## src/rtl/vga_pkg.sv

```systemverilog
// rtl/vga_pkg.sv - shared framebuffer geometry, types and address helper
package vga_pkg;
  localparam int SCREEN_W     = 320;
  localparam int SCREEN_H     = 240;
  localparam int FB_ADDR_W    = 17;
  localparam int FB_WORDS     = 76800;
  localparam int COLOR_W_DFLT = 3;

  typedef logic [COLOR_W_DFLT-1:0] color_t;
  typedef logic [FB_ADDR_W-1:0]    fb_addr_t;

  typedef struct packed {
    fb_addr_t addr;
    color_t   color;
  } pix_entry_t;

  typedef enum logic {ST_RUN, ST_CLEAR} state_t;

  // y*320 + x as y*256 + y*64 + x; the 17-bit sum cannot overflow for in-range inputs
  function automatic fb_addr_t fb_addr(input logic [8:0] x, input logic [7:0] y);
    return {1'b0, y, 8'b0} + {3'b0, y, 6'b0} + {8'b0, x};
  endfunction
endpackage

```

## src/rtl/pixel_fifo.sv

```systemverilog
// rtl/pixel_fifo.sv - synchronous register-array FIFO for queued pixel writes
module pixel_fifo #(
  parameter int DEPTH = 8,
  parameter int W     = 20
) (
  input  logic         clk,
  input  logic         reset_n,
  input  logic         push,
  input  logic [W-1:0] wdata,
  input  logic         pop,
  output logic [W-1:0] rdata,
  output logic         full,
  output logic         empty
);
  localparam int AW = $clog2(DEPTH);

  logic [W-1:0]  mem_q [DEPTH];
  logic [AW-1:0] wr_ptr_q, wr_ptr_d, rd_ptr_q, rd_ptr_d;
  logic [AW:0]   count_q, count_d;
  logic          do_push, do_pop;

  always_comb begin
    full     = (count_q == (AW+1)'(DEPTH));
    empty    = (count_q == '0);
    do_push  = push && !full;
    do_pop   = pop && !empty;
    rdata    = mem_q[rd_ptr_q];
    wr_ptr_d = wr_ptr_q + AW'(do_push);
    rd_ptr_d = rd_ptr_q + AW'(do_pop);
    count_d  = count_q + (AW+1)'(do_push) - (AW+1)'(do_pop);
  end

  always_ff @(posedge clk) begin
    if (!reset_n) begin
      wr_ptr_q <= '0;
      rd_ptr_q <= '0;
      count_q  <= '0;
    end else begin
      wr_ptr_q <= wr_ptr_d;
      rd_ptr_q <= rd_ptr_d;
      count_q  <= count_d;
    end
  end

  always_ff @(posedge clk) begin
    if (do_push) mem_q[wr_ptr_q] <= wdata;
  end
endmodule

```

## src/rtl/pixel_write_queue.sv

```systemverilog
// rtl/pixel_write_queue.sv - pixel stream to framebuffer write port with full-screen clear
module pixel_write_queue import vga_pkg::*; #(
  parameter int FIFO_DEPTH = 8,
  parameter int COLOR_W    = 3
) (
  input  logic                 clk,
  input  logic                 reset_n,
  input  logic                 draw,
  input  logic [8:0]           x_in,
  input  logic [7:0]           y_in,
  input  logic [COLOR_W-1:0]   color_in,
  output logic                 in_ready,
  input  logic                 clear_start,
  input  logic [COLOR_W-1:0]   bg_color,
  output logic                 clear_done,
  output logic                 busy,
  output logic                 overflow,
  output logic                 clipped,
  output logic                 wr_valid,
  input  logic                 wr_ready,
  output logic [FB_ADDR_W-1:0] wr_addr,
  output logic [COLOR_W-1:0]   wr_data
);
  localparam int EW = FB_ADDR_W + COLOR_W;

  logic               in_range, accept, bypass, fifo_push, fifo_pop, fifo_full, fifo_empty;
  logic               load, hs;
  logic [EW-1:0]      fifo_rdata;
  fb_addr_t           pix_addr;
  state_t             state_q, state_d;
  fb_addr_t           cnt_q, cnt_d, out_addr_q, out_addr_d;
  logic [COLOR_W-1:0] bg_q, bg_d, out_data_q, out_data_d;
  logic               out_valid_q, out_valid_d, out_clear_q, out_clear_d;
  logic               clear_done_q, clear_done_d, overflow_q, overflow_d, clipped_q, clipped_d;

  pixel_fifo #(.DEPTH(FIFO_DEPTH), .W(EW)) u_fifo (
    .clk     (clk),
    .reset_n (reset_n),
    .push    (fifo_push),
    .wdata   ({pix_addr, color_in}),
    .pop     (fifo_pop),
    .rdata   (fifo_rdata),
    .full    (fifo_full),
    .empty   (fifo_empty)
  );

  always_comb begin
    in_range     = (x_in < 9'(SCREEN_W)) && (y_in < 8'(SCREEN_H));
    pix_addr     = fb_addr(x_in, y_in);
    accept       = draw && !fifo_full && in_range;
    hs           = out_valid_q && wr_ready;
    load         = !out_valid_q || wr_ready;
    state_d      = state_q;
    cnt_d        = cnt_q;
    bg_d         = bg_q;
    out_valid_d  = out_valid_q;
    out_clear_d  = out_clear_q;
    out_addr_d   = out_addr_q;
    out_data_d   = out_data_q;
    clear_done_d = 1'b0;
    overflow_d   = overflow_q | (draw && fifo_full);
    clipped_d    = clipped_q | (draw && !in_range);
    bypass       = 1'b0;
    fifo_pop     = 1'b0;
    if (load) begin
      out_valid_d = 1'b0;
      out_clear_d = 1'b0;
    end
    case (state_q)
      ST_RUN: begin
        if (clear_start) begin
          state_d = ST_CLEAR;
          bg_d    = bg_color;
          cnt_d   = '0;
        end else if (load) begin
          // FIFO head has priority; an empty FIFO lets the incoming pixel go straight out
          if (!fifo_empty) begin
            fifo_pop                 = 1'b1;
            out_valid_d              = 1'b1;
            {out_addr_d, out_data_d} = fifo_rdata;
          end else if (accept) begin
            bypass      = 1'b1;
            out_valid_d = 1'b1;
            out_addr_d  = pix_addr;
            out_data_d  = color_in;
          end
        end
      end
      ST_CLEAR: begin
        // cnt counts clear writes issued; the last one is recognised on its own handshake
        if (load && cnt_q != FB_ADDR_W'(FB_WORDS)) begin
          out_valid_d = 1'b1;
          out_clear_d = 1'b1;
          out_addr_d  = cnt_q;
          out_data_d  = bg_q;
          cnt_d       = cnt_q + 1'b1;
        end
        if (hs && out_clear_q && out_addr_q == FB_ADDR_W'(FB_WORDS - 1)) begin
          clear_done_d = 1'b1;
          state_d      = ST_RUN;
        end
      end
      default: state_d = ST_RUN;
    endcase
    fifo_push = accept && !bypass;
  end

  always_ff @(posedge clk) begin
    if (!reset_n) begin
      state_q      <= ST_RUN;
      cnt_q        <= '0;
      bg_q         <= '0;
      out_valid_q  <= 1'b0;
      out_clear_q  <= 1'b0;
      out_addr_q   <= '0;
      out_data_q   <= '0;
      clear_done_q <= 1'b0;
      overflow_q   <= 1'b0;
      clipped_q    <= 1'b0;
    end else begin
      state_q      <= state_d;
      cnt_q        <= cnt_d;
      bg_q         <= bg_d;
      out_valid_q  <= out_valid_d;
      out_clear_q  <= out_clear_d;
      out_addr_q   <= out_addr_d;
      out_data_q   <= out_data_d;
      clear_done_q <= clear_done_d;
      overflow_q   <= overflow_d;
      clipped_q    <= clipped_d;
    end
  end

  assign in_ready   = !fifo_full;
  assign busy       = !fifo_empty || (state_q == ST_CLEAR) || out_valid_q;
  assign clear_done = clear_done_q;
  assign overflow   = overflow_q;
  assign clipped    = clipped_q;
  assign wr_valid   = out_valid_q;
  assign wr_addr    = out_addr_q;
  assign wr_data    = out_data_q;
endmodule
```

## config.mk

```make
export PLATFORM = sky130hd
export DESIGN_NAME = pixel_write_queue
export DESIGN_NICKNAME = d
export VERILOG_FILES = /design/src/rtl/vga_pkg.sv /design/src/rtl/pixel_fifo.sv /design/src/rtl/pixel_write_queue.sv
export SDC_FILE = /design/constraint.sdc
export NUM_CORES = 1
export LEC_CHECK = 0
export ABC_AREA = 1
export CAP_MARGIN = 20
export CORE_ASPECT_RATIO = 1.25
export CORE_UTILIZATION = 50
export CTS_BUF_LIST = sky130_fd_sc_hd__clkbuf_16
export DETAILED_ROUTE_END_ITERATION = 10
export DONT_BUFFER_PORTS = 1
export PLACE_DENSITY_LB_ADDON = 0.25
export SYNTH_ARGS = -nofsm -noshare
export SYNTH_HDL_FRONTEND = slang
export SYNTH_HIERARCHICAL = 1
export SYNTH_SLANG_ARGS = --single-unit
```

## constraint.sdc

```tcl
create_clock -name clk -period 2.7 [get_ports clk]
set_input_delay 0.27 -clock clk [delete_from_list [all_inputs] [get_ports clk]]
set_output_delay 0.27 -clock clk [all_outputs]
set_load 0.05 [all_outputs]
```

==> qor.csv, run 1 <==
metric;value;unit
vias_per_cell;5.09;
clockBufferDepth;3;
yosysWarnings;6;
ys_ff_latch;216;
critPathLaunchType;register;
grt_pass1_vias;7877;
drv_cap;0;
critPathMostFrequentCell;nor2_1;
gp_congestion;0.894;
post_drt_wl_per_cell;15.9;µm
rsz0062_at_grt;no;
root_buffer;clkbuf_16;
multi_input_area;3740;µm²
rows;60;
grtUsageTotal;0.239;
ys_seq_area_frac;0.543;
status;finished clean;
synthCells;1316;
fmax;0.415;GHz
numPortBuffers;0;
finalClockSkew;0.0292;ns
synth_area_per_cell;8.30;µm²
die_w;134;µm
final_cell_count_no_fill;1630;
dp_cells;1575;
hold_viol_final;0;
syn_nets;1374;
fin_crit;2.41;ns
antenna_found_initial;0;
hp-class;in2reg;
slew_viol_final;0;
dr.pass1.iters;5;
fp.coreArea;21500;µm²
synth_area;10900;µm²
synth_cell_types;41;
dieArea;22400;µm²
drt_iter0_drc;641;
wirelength;25900;µm
cellLeakagePower;5.65;nW
fin_setup_tns;0;ns
synth_ff_type;edfxtp_1;
async_flop_share;0;
cp-end-kind;register;
drive_above_1_share;0.0688;
fin_crit_sh;0.892;
fin_nets;1393;
cts_sinks;216;
synth_edf_count;160;
vias;8289;
die_y;167;µm
power.density;838;nW/µm²
cts_setup_buffers;0;
worst_slew_pin_slew;0.596;ns
critPathMaxStageDelay;0.40;ns
cts_buffers;22;
fillers;1900;
path_class;reg2reg;
dp_hpwl;16400;µm
crit_fanout;3;
ant_nets;0;
insertion_delay;0.51;ns
grt_overflow;0;
htree_levels;1;
diodes;0;
remaining_drc_errors;0;
required;3.09;ns
cp.arrival;2.80;ns
pin_count;54;
regArea;5930;µm²
setup_viol;0;
max_slew_margin;0.602;
grt_first_pass_wirelength;41700;µm
vdd_drop_max;0.000713;V
cp_slowest_cell;fa_1;
initial_utilization;0.509;
path_clk_slew;0.06;ns
area_delta_synth_final;11.6;%
ff2ff_setup_slack;0.29;ns
grt_max_degree;82;
cp_cell_sequence;inv_1, ha_1, inv_1, nor2_1, nor2_1, nand3_1, a31oi_1, o21ai_2, ha_1, inv_1, ha_1, fa_1, nor2_1, nor2_1;
cts_tree;done;
-- critical path, delay by kind of cell (launching register included) --
| kind | cells | cell delay [ns] |
|---|---|---|
| AOI/OAI and AO/OA | 2 | 0.28 |
| adders and majority gates | 4 | 1.07 |
| DFF | 1 | 0.32 |
| buffers and inverters | 3 | 0.19 |
| and+or+nand+nor | 5 | 0.45 |
-- Yosys cell counts, types with 2 or more instances --
cell type,instances,area [µm²]
buf_2,17,85.1
or2_2,2,12.5
inv_1,258,968
o22ai_1,2,12.5
nand2_4,2,22.5
a21oi_1,42,210
inv_2,3,11.3
o21ai_0,18,90.1
nor3_1,12,60.1
nand2_2,2,12.5
edfxtp_1,160,4800
nor2_1,64,240
nand2_1,451,1690
fa_1,3,60.1
clkbuf_1,13,48.8
o21ai_2,4,35.0
nor4_1,2,12.5
nand4_1,9,56.3
ha_1,27,338
o21a_1,3,22.5
nand2_8,2,40.0
buf_6,11,124
buf_4,3,22.5
a31oi_1,2,12.5
dfxtp_1,56,1120
and2_1,6,37.5
buf_1,2,7.51
nand3_1,126,631
nor2_2,2,12.5
-- state kept, by name, summed over array words and instances (netlist names), named ones only --
register	cells
bg_q	3
clear_done	1
clipped	1
cnt_q	17
overflow	1
state_q	1
u_fifo/count_q	4
u_fifo/mem_q	160
u_fifo/rd_ptr_q	3
u_fifo/wr_ptr_q	3
wr_addr	17
wr_data	3
-- metrics by stage --
stage | total power [mW] | utilization | instance area (µm²) | hold slack, ns | worst slack (ns)
finish | 10.2 | 0.567 | 12200 | 0.0328 | 0.292
global route | 10.7 | 0.567 | 12200 | 0.0500 | 0.164
CTS | 10.2 | 0.567 | 12200 | 0.0200 | 0.322
detailed placement | 7.06 | 0.524 | 11300 | 0.369 | 0.342
global placement | 7.03 | 0.524 | 11300 | 0.369 | 0.393
floorplan | 6.31 | - | 10900 | 0.369 | -0.487
-- logic make-up after synthesis --
family / after synthesis / share of synthesized area
and+or+nand+nor: 685 / 0.264
buffers and inverters: 309 / 0.118
AOI/OAI and AO/OA: 75 / 0.0377
DFF: 216 / 0.543
adders and majority gates: 30 / 0.0364
xor gates and xnor gates: 1 / 0.000802
-- area by class of cell --
type	instances	share of cell area
inverter	262	0.0811
tap	279	0.0287
timing repair buffer	42	0.0339
multi-input combinational	791	0.307
clock inverter	16	0.0133
sequential	216	0.486
clock buffer	24	0.0493
-- metal layers --
| metal | vias to the layer above | GRT usage | wire length [µm] |
|---|---|---|---|
| met4 | 0 | 0.0743 | 556 |
| met2 | 277 | 0.419 | 13000 |
| met5 | - | 0 | 0 |
| met1 | 3824 | 0.308 | 10700 |
| met3 | 37 | 0.0269 | 1550 |
| li1 | 4151 | - | - |
-- report_power, final --
| part | internal, mW | total [mW] | switching (mW) |
|---|---|---|---|
| Sequential | 3.87 | 4.29 | 0.421 |
| Clock | 1.89 | 3.15 | 1.26 |
| Combinational | 0.840 | 2.76 | 1.92 |
| Total | 6.61 | 10.2 | 3.60 |
-- worst paths after layout --
check | from | end | cells after the start
worst max-delay path | u_fifo/count_q[2] | u_fifo/count_q[2] | 14
worst min-delay path | clear_start | register | 3
worst max register to register | u_fifo/count_q[2] | u_fifo/count_q[2] | 14
worst min register to register | register | register | 2
-- cells in the final DEF, fill, tap and decap left out, types with 3 or more instances in the layout --
cell	instances
nor2_1	63
o21ai_0	18
nand2_1	451
nand4_1	9
inv_1	262
and2_1	6
ha_1	27
fa_1	3
nand3_1	126
o21a_1	3
clkinv_2	3
o21ai_2	4
edfxtp_1	160
inv_2	3
buf_12	5
a21oi_1	42
nor3_1	4
dlygate4sd3_1	14
clkinv_1	3
dfxtp_1	55
buf_4	23
nor3_2	9
nor2_2	3
bufinv_16	3
clkbuf_16	24
-- what timing repair did --
item                                   4_1_cts  5_1_grt
hold buffers                                15        0
endpoints found under the hold margin      113        0
gates resized for setup                      0        0
Note: power is estimated with default switching activity, not from simulation.
==> run 2: changes to the inputs <==
--- a/config.mk
+++ b/config.mk
@@ -7,8 +7,10 @@
 export LEC_CHECK = 0
 export ABC_AREA = 1
 export CAP_MARGIN = 20
+export CELL_PAD_IN_SITES_DETAIL_PLACEMENT = 2
+export CELL_PAD_IN_SITES_GLOBAL_PLACEMENT = 2
 export CORE_ASPECT_RATIO = 1.25
-export CORE_UTILIZATION = 50
+export CORE_UTILIZATION = 35
 export CTS_BUF_LIST = sky130_fd_sc_hd__clkbuf_16
 export DETAILED_ROUTE_END_ITERATION = 10
 export DONT_BUFFER_PORTS = 1
==> qor.csv, run 2 (same netlist as run 1, synthesis figures left out) <==
metric;value;unit
status;finished clean;
antenna_found_initial;1;
post_drt_wl_per_cell;19.7;µm
path_clk_slew;0.06;ns
grtUsageTotal;0.222;
initial_utilization;0.359;
drt-met1-wl;14100;µm
largest_reg_flops;160;
dp_hpwl;23100;µm
diodes;0;
top_layer_used;met5;
wl_met2;18500;µm
ctsResizeCount;0;
final_cell_count_no_fill;1760;
cts_sinks;216;
power.density;849;nW/µm²
fp.coreArea;30400;µm²
required;3.16;ns
cp-end-kind;register;
max_slew_margin;0.579;
finalClockSkew;0.00691;ns
path_class;reg2reg;
cts_buffers;24;
final_common_cell;nand2_1;
ant_nets;0;
utilization;0.410;
grt_overflow;0;
hold_viol_final;0;
hp-class;in2reg;
grt_max_degree;82;
cts-hold-fix-buffers;15;
rsz0062_at_grt;no;
drive_above_1_share;0.0743;
fillers;3432;
critPathLaunchType;register;
root_buffer;clkbuf_16;
die_w;160;µm
crit_fanout;3;
dieArea;31900;µm²
wirelength;34700;µm
fmax;0.411;GHz
cellLeakagePower;5.71;nW
gp_congestion;0.801;
slew_viol_final;0;
numPortBuffers;0;
dp_cells;1703;
area_delta_synth_final;14.2;%
grt_first_pass_wirelength;53900;µm
die_y;199;µm
setup_viol;0;
worst_slew_pin_slew;0.630;ns
drv_cap;0;
pin_count;54;
vias_per_cell;4.98;
p_total;10.6;mW
drt_iter0_drc;347;
grt_pass1_vias;9720;
vias;8757;
insertion_delay;0.52;ns
htree_levels;1;
rows;71;
vdd_drop_max;0.000522;V
ff2ff_setup_slack;0.26;ns
remaining_drc_errors;0;
fin_nets;1401;
final_cell_mix;451 x nand2_1, 261 x inv_1, 160 x edfxtp_1;
regMostFlops;u_fifo/mem_q;
fin_crit;2.44;ns
cp.arrival;2.89;ns
dr.pass1.iters;4;
clockBufferDepth;3;
cts_tree;done;
fin_crit_sh;0.902;
cts_setup_buffers;0;
wl_met3;1350;µm
==> run 2: changes by cell type in the layout (fill, tap and decap cells not counted) <==
cell / change
buf_12: +6
clkinv_2: +3
clkbuf_16: +2
clkinvlp_4: -2
bufinv_16: -1
clkinv_1: +1
clkinv_4: +1
clkinv_8: -1
inv_1: -1
==> run 2: worst paths after layout <==
check                     from                 to  cells after the start
min reg2reg           register           register                      2
min                clear_start           register                      3
max reg2reg  u_fifo/count_q[2]  u_fifo/count_q[2]                     15
max          u_fifo/count_q[2]  u_fifo/count_q[2]                     15
==> run 2: critical path, cell delays in order (launching register included) <==
cell,delay (ns)
dfxtp_1,0.30
inv_1,0.06
ha_1,0.20
inv_1,0.10
nor2_1,0.09
nor2_1,0.12
nand3_1,0.11
a31oi_1,0.19
o21ai_2,0.09
ha_1,0.28
inv_1,0.04
ha_1,0.20
fa_1,0.38
nand2_1,0.08
nand2_1,0.04
nor2_1,0.07
==> run 2: final cells by class <==
| class | instances | area (µm²) | share of cell area |
|---|---|---|---|
| multi-input combinational | 791 | 3740 | 0.300 |
| sequential | 216 | 5930 | 0.475 |
| timing repair buffer | 48 | 533 | 0.0427 |
| clock buffer | 26 | 651 | 0.0522 |
| tap | 401 | 502 | 0.0402 |
| inverter | 262 | 988 | 0.0793 |
| clock inverter | 16 | 125 | 0.0100 |
==> run 2: per-stage QoR <==
stage	hold WS (ns)	TNS, ns	cell area (µm²)	worst slack (ns)
after detailed placement	0.369	0	11500	0.278
after floorplan	0.369	-77.99	10900	-0.487
after global routing	0.0317	0	12500	0.0132
after CTS	0.00688	0	12500	0.217
final	0.0244	0	12500	0.264
after global placement	0.369	0	11500	0.331
==> run 2: power breakdown <==
part           leakage, nW  switching [mW]  total, mW  internal [mW]
combinational         3.41            2.21       3.06          0.856
sequential            1.90           0.393       4.27           3.87
clock                0.398            1.34       3.25           1.91
==> run 2: per-layer routing <==
metal,up-vias,GRT usage
li1,4170,-
met1,4401,0.251
met2,128,0.427
met3,56,0.0324
met4,2,0.0663
met5,-,0
==> run 3: changes to the inputs <==
--- a/config.mk
+++ b/config.mk
@@ -5,17 +5,15 @@
 export SDC_FILE = /design/constraint.sdc
 export NUM_CORES = 1
 export LEC_CHECK = 0
-export ABC_AREA = 1
 export CAP_MARGIN = 20
 export CELL_PAD_IN_SITES_DETAIL_PLACEMENT = 2
 export CELL_PAD_IN_SITES_GLOBAL_PLACEMENT = 2
 export CORE_ASPECT_RATIO = 1.25
-export CORE_UTILIZATION = 35
+export CORE_UTILIZATION = 41
 export CTS_BUF_LIST = sky130_fd_sc_hd__clkbuf_16
 export DETAILED_ROUTE_END_ITERATION = 10
 export DONT_BUFFER_PORTS = 1
 export PLACE_DENSITY_LB_ADDON = 0.25
 export SYNTH_ARGS = -nofsm -noshare
 export SYNTH_HDL_FRONTEND = slang
-export SYNTH_HIERARCHICAL = 1
 export SYNTH_SLANG_ARGS = --single-unit
==> qor.csv, run 3 <==
metric;value;unit
status;finished clean;
drv_cap;0;
wl_met3;952;µm
whs;0.0378;ns
synth_edf_count;160;
vias_per_cell;5.87;
power_frac_comb;0.228;
max_slew_margin;0.418;
critPathLaunchType;register;
fillers;2076;
cp.arrival;2.35;ns
synthCells;655;
ant_nets;0;
wirelength;27300;µm
remaining_drc_errors;0;
numPortBuffers;0;
clockBufferDepth;3;
synth_cell_types;58;
antenna_found_initial;0;
required;2.43;ns
synth-xor-area-share;0.0160;
swShare;0.310;
synth_top_family_by_area;multiplexers;
grt_first_pass_wirelength;40800;µm
rsz0062_at_grt;no;
pwr-share-clk;0.355;
dp_cells;956;
path_class;reg2out;
synth_area;9310;µm²
yosysWarnings;0;
cp_cell_sequence;inv_1, ha_1, or3b_2, buf_4, nor2_2, nand2_2;
fp.coreArea;22300;µm²
final_cell_count_no_fill;1013;
fin_nets;771;
diodes;0;
netlist_top_cells_count;160 x edfxtp_1, 56 x dfxtp_1, 45 x nand2_1, 44 x o21ai_0;
fmax;0.381;GHz
vdd_drop_max;0.000548;V
cts_tree;done;
async_flop_share;0;
p_int;6.97;mW
ys_ff_latch;216;
dp_slack;-0.211;ns
dr.pass1.iters;4;
setup_ws;0.0775;ns
path_clk_slew;0.06;ns
cp_slowest_cell;or3b_2;
post_drt_wl_per_cell;26.9;µm
critPathMaxStageDelay;0.49;ns
finalClockSkew;0.00995;ns
cts_buffers;23;
power_switching;3.13;mW
setup_viol;0;
regMostFlops;u_fifo.mem_q;
final_common_cell;edfxtp_1;
gp_congestion;0.778;
drive_above_1_share;0.197;
cts_sinks;216;
wl_met2;14600;µm
p_total;10.1;mW
ys_seq_area_frac;0.637;
synth_area_per_cell;14.2;µm²
hold_viol_final;0;
grtUsageTotal;0.242;
drt_iter0_drc;308;
synth_mux_area_frac;0.119;
synthTopCellsByArea;edfxtp_1 52%, dfxtp_1 12%, mux4_2 9.4%;
pin_count;54;
synth_compound_area_frac;0.0804;
grt_pass1_vias;6639;
htree_levels;1;
hp-class;in2reg;
grt_overflow;0;
dieArea;23300;µm²
cts_setup_buffers;0;
synthAdderAreaFrac;0.0427;
cp-end-kind;primary output;
largest_reg_flops;160;
final_cell_mix;160 x edfxtp_1, 54 x dfxtp_1, 44 x nand2_1, 44 x o21ai_0, 42 x buf_4;
crit_fanout;36;
initial_utilization;0.418;
synth_top_area_cell;edfxtp_1;
area_delta_synth_final;18.9;%
syn_nets;713;
top_layer_used;met4;
vias;5949;
synth_ff_type;edfxtp_1;
drt-met1-wl;11100;µm
dp_hpwl;17400;µm
slew_viol_final;0;
rows;61;
power.density;912;nW/µm²
seqPwrFrac;0.418;
cellLeakagePower;3.71;nW
fin_crit;2.62;ns
grt_max_degree;41;
die_w;137;µm
insertion_delay;0.52;ns
regArea;5930;µm²
root_buffer;clkbuf_16;
die_y;170;µm
yosysTopAreaCellShare;0.516;
synth-simple-area-share;0.0804;
multi_input_area;3200;µm²
worst_slew_pin_slew;0.872;ns
fin_crit_sh;0.971;
yosysMostFrequentCell;edfxtp_1;
run 3: cell count changes after synthesis, sizes merged, moves of 15 or more:
cell / change
mux2i: +21
o21ai: +23
a31oi: +16
mux4: +39
nor2: -28
inv: -241
a21oi: -15
nand2: -412
buf: -19
o211ai: +15
nand3: -117
run 3: worst paths after layout:
path / startpoint / end / slack [ns] / depth (start not counted)
hold / removal: wr_ready / register / 0.04 / 3
setup / recovery: u_fifo.count_q[2] / busy / 0.08 / 6
setup reg to reg: register / u_fifo.mem_q[0][5] / 0.23 / 7
hold reg to reg: bg_q[2] / bg_q[2] / 0.46 / 2
run 3: cell type report:
type,count,share of cell area
Multi-Input combinational cell,385,0.289
Tap cell,283,0.0320
Clock buffer,23,0.0520
Sequential cell,216,0.536
Inverter,21,0.00712
Timing Repair Buffer,66,0.0588
Clock inverter,19,0.0255
run 3: per-layer routing:
layer,up-vias,global-route usage
met4,0,0.0633
met2,107,0.441
met1,3144,0.299
li1,2650,-
met3,48,0.0286
met5,-,0
run 3: logic make-up (layout without fill, tap and decap cells):
kind of cell / after synthesis / count (layout)
adders and majority gates: 30 / 30
muxes: 62 / 62
and+or+nand+nor: 151 / 151
buffers and inverters: 54 / 129
xor gates and xnor gates: 17 / 17
DFF: 216 / 216
AOI/OAI and AO/OA: 125 / 125
run 3: repair_timing:
action | in CTS | in global routing
hold buffers | 14 | 0
endpoints found under the setup margin | 4 | 0
resized for setup | 3 | 0
endpoints found under the hold margin | 106 | 0
run 3: metrics by stage:
| step | util | instance area [µm²] | setup TNS, ns |
|---|---|---|---|
| floorplan | - | 9340 | -15.50 |
| global placement | 0.451 | 10000 | -0.521 |
| detailed placement | 0.451 | 10000 | -1.65 |
| CTS | 0.496 | 11100 | 0 |
| global route | 0.497 | 11100 | 0 |
| finish | 0.497 | 11100 | 0 |
run 3: power groups by stage:
stage | registers, mW | logic [mW] | clock network [mW]
final | 4.22 | 2.30 | 3.58
after CTS | 4.22 | 2.34 | 3.65
after floorplan | 4.34 | 1.35 | 0
after global placement | 4.27 | 2.13 | 0
after detailed placement | 4.29 | 2.26 | 0
after global routing | 4.24 | 2.49 | 3.75
run 3: worst max-delay path: cells and delay by family (launching register included):
family | cells | cell delay (ns)
buffers and inverters | 2 | 0.39
DFF | 1 | 0.30
adders and majority gates | 1 | 0.17
and+or+nand+nor | 3 | 0.97
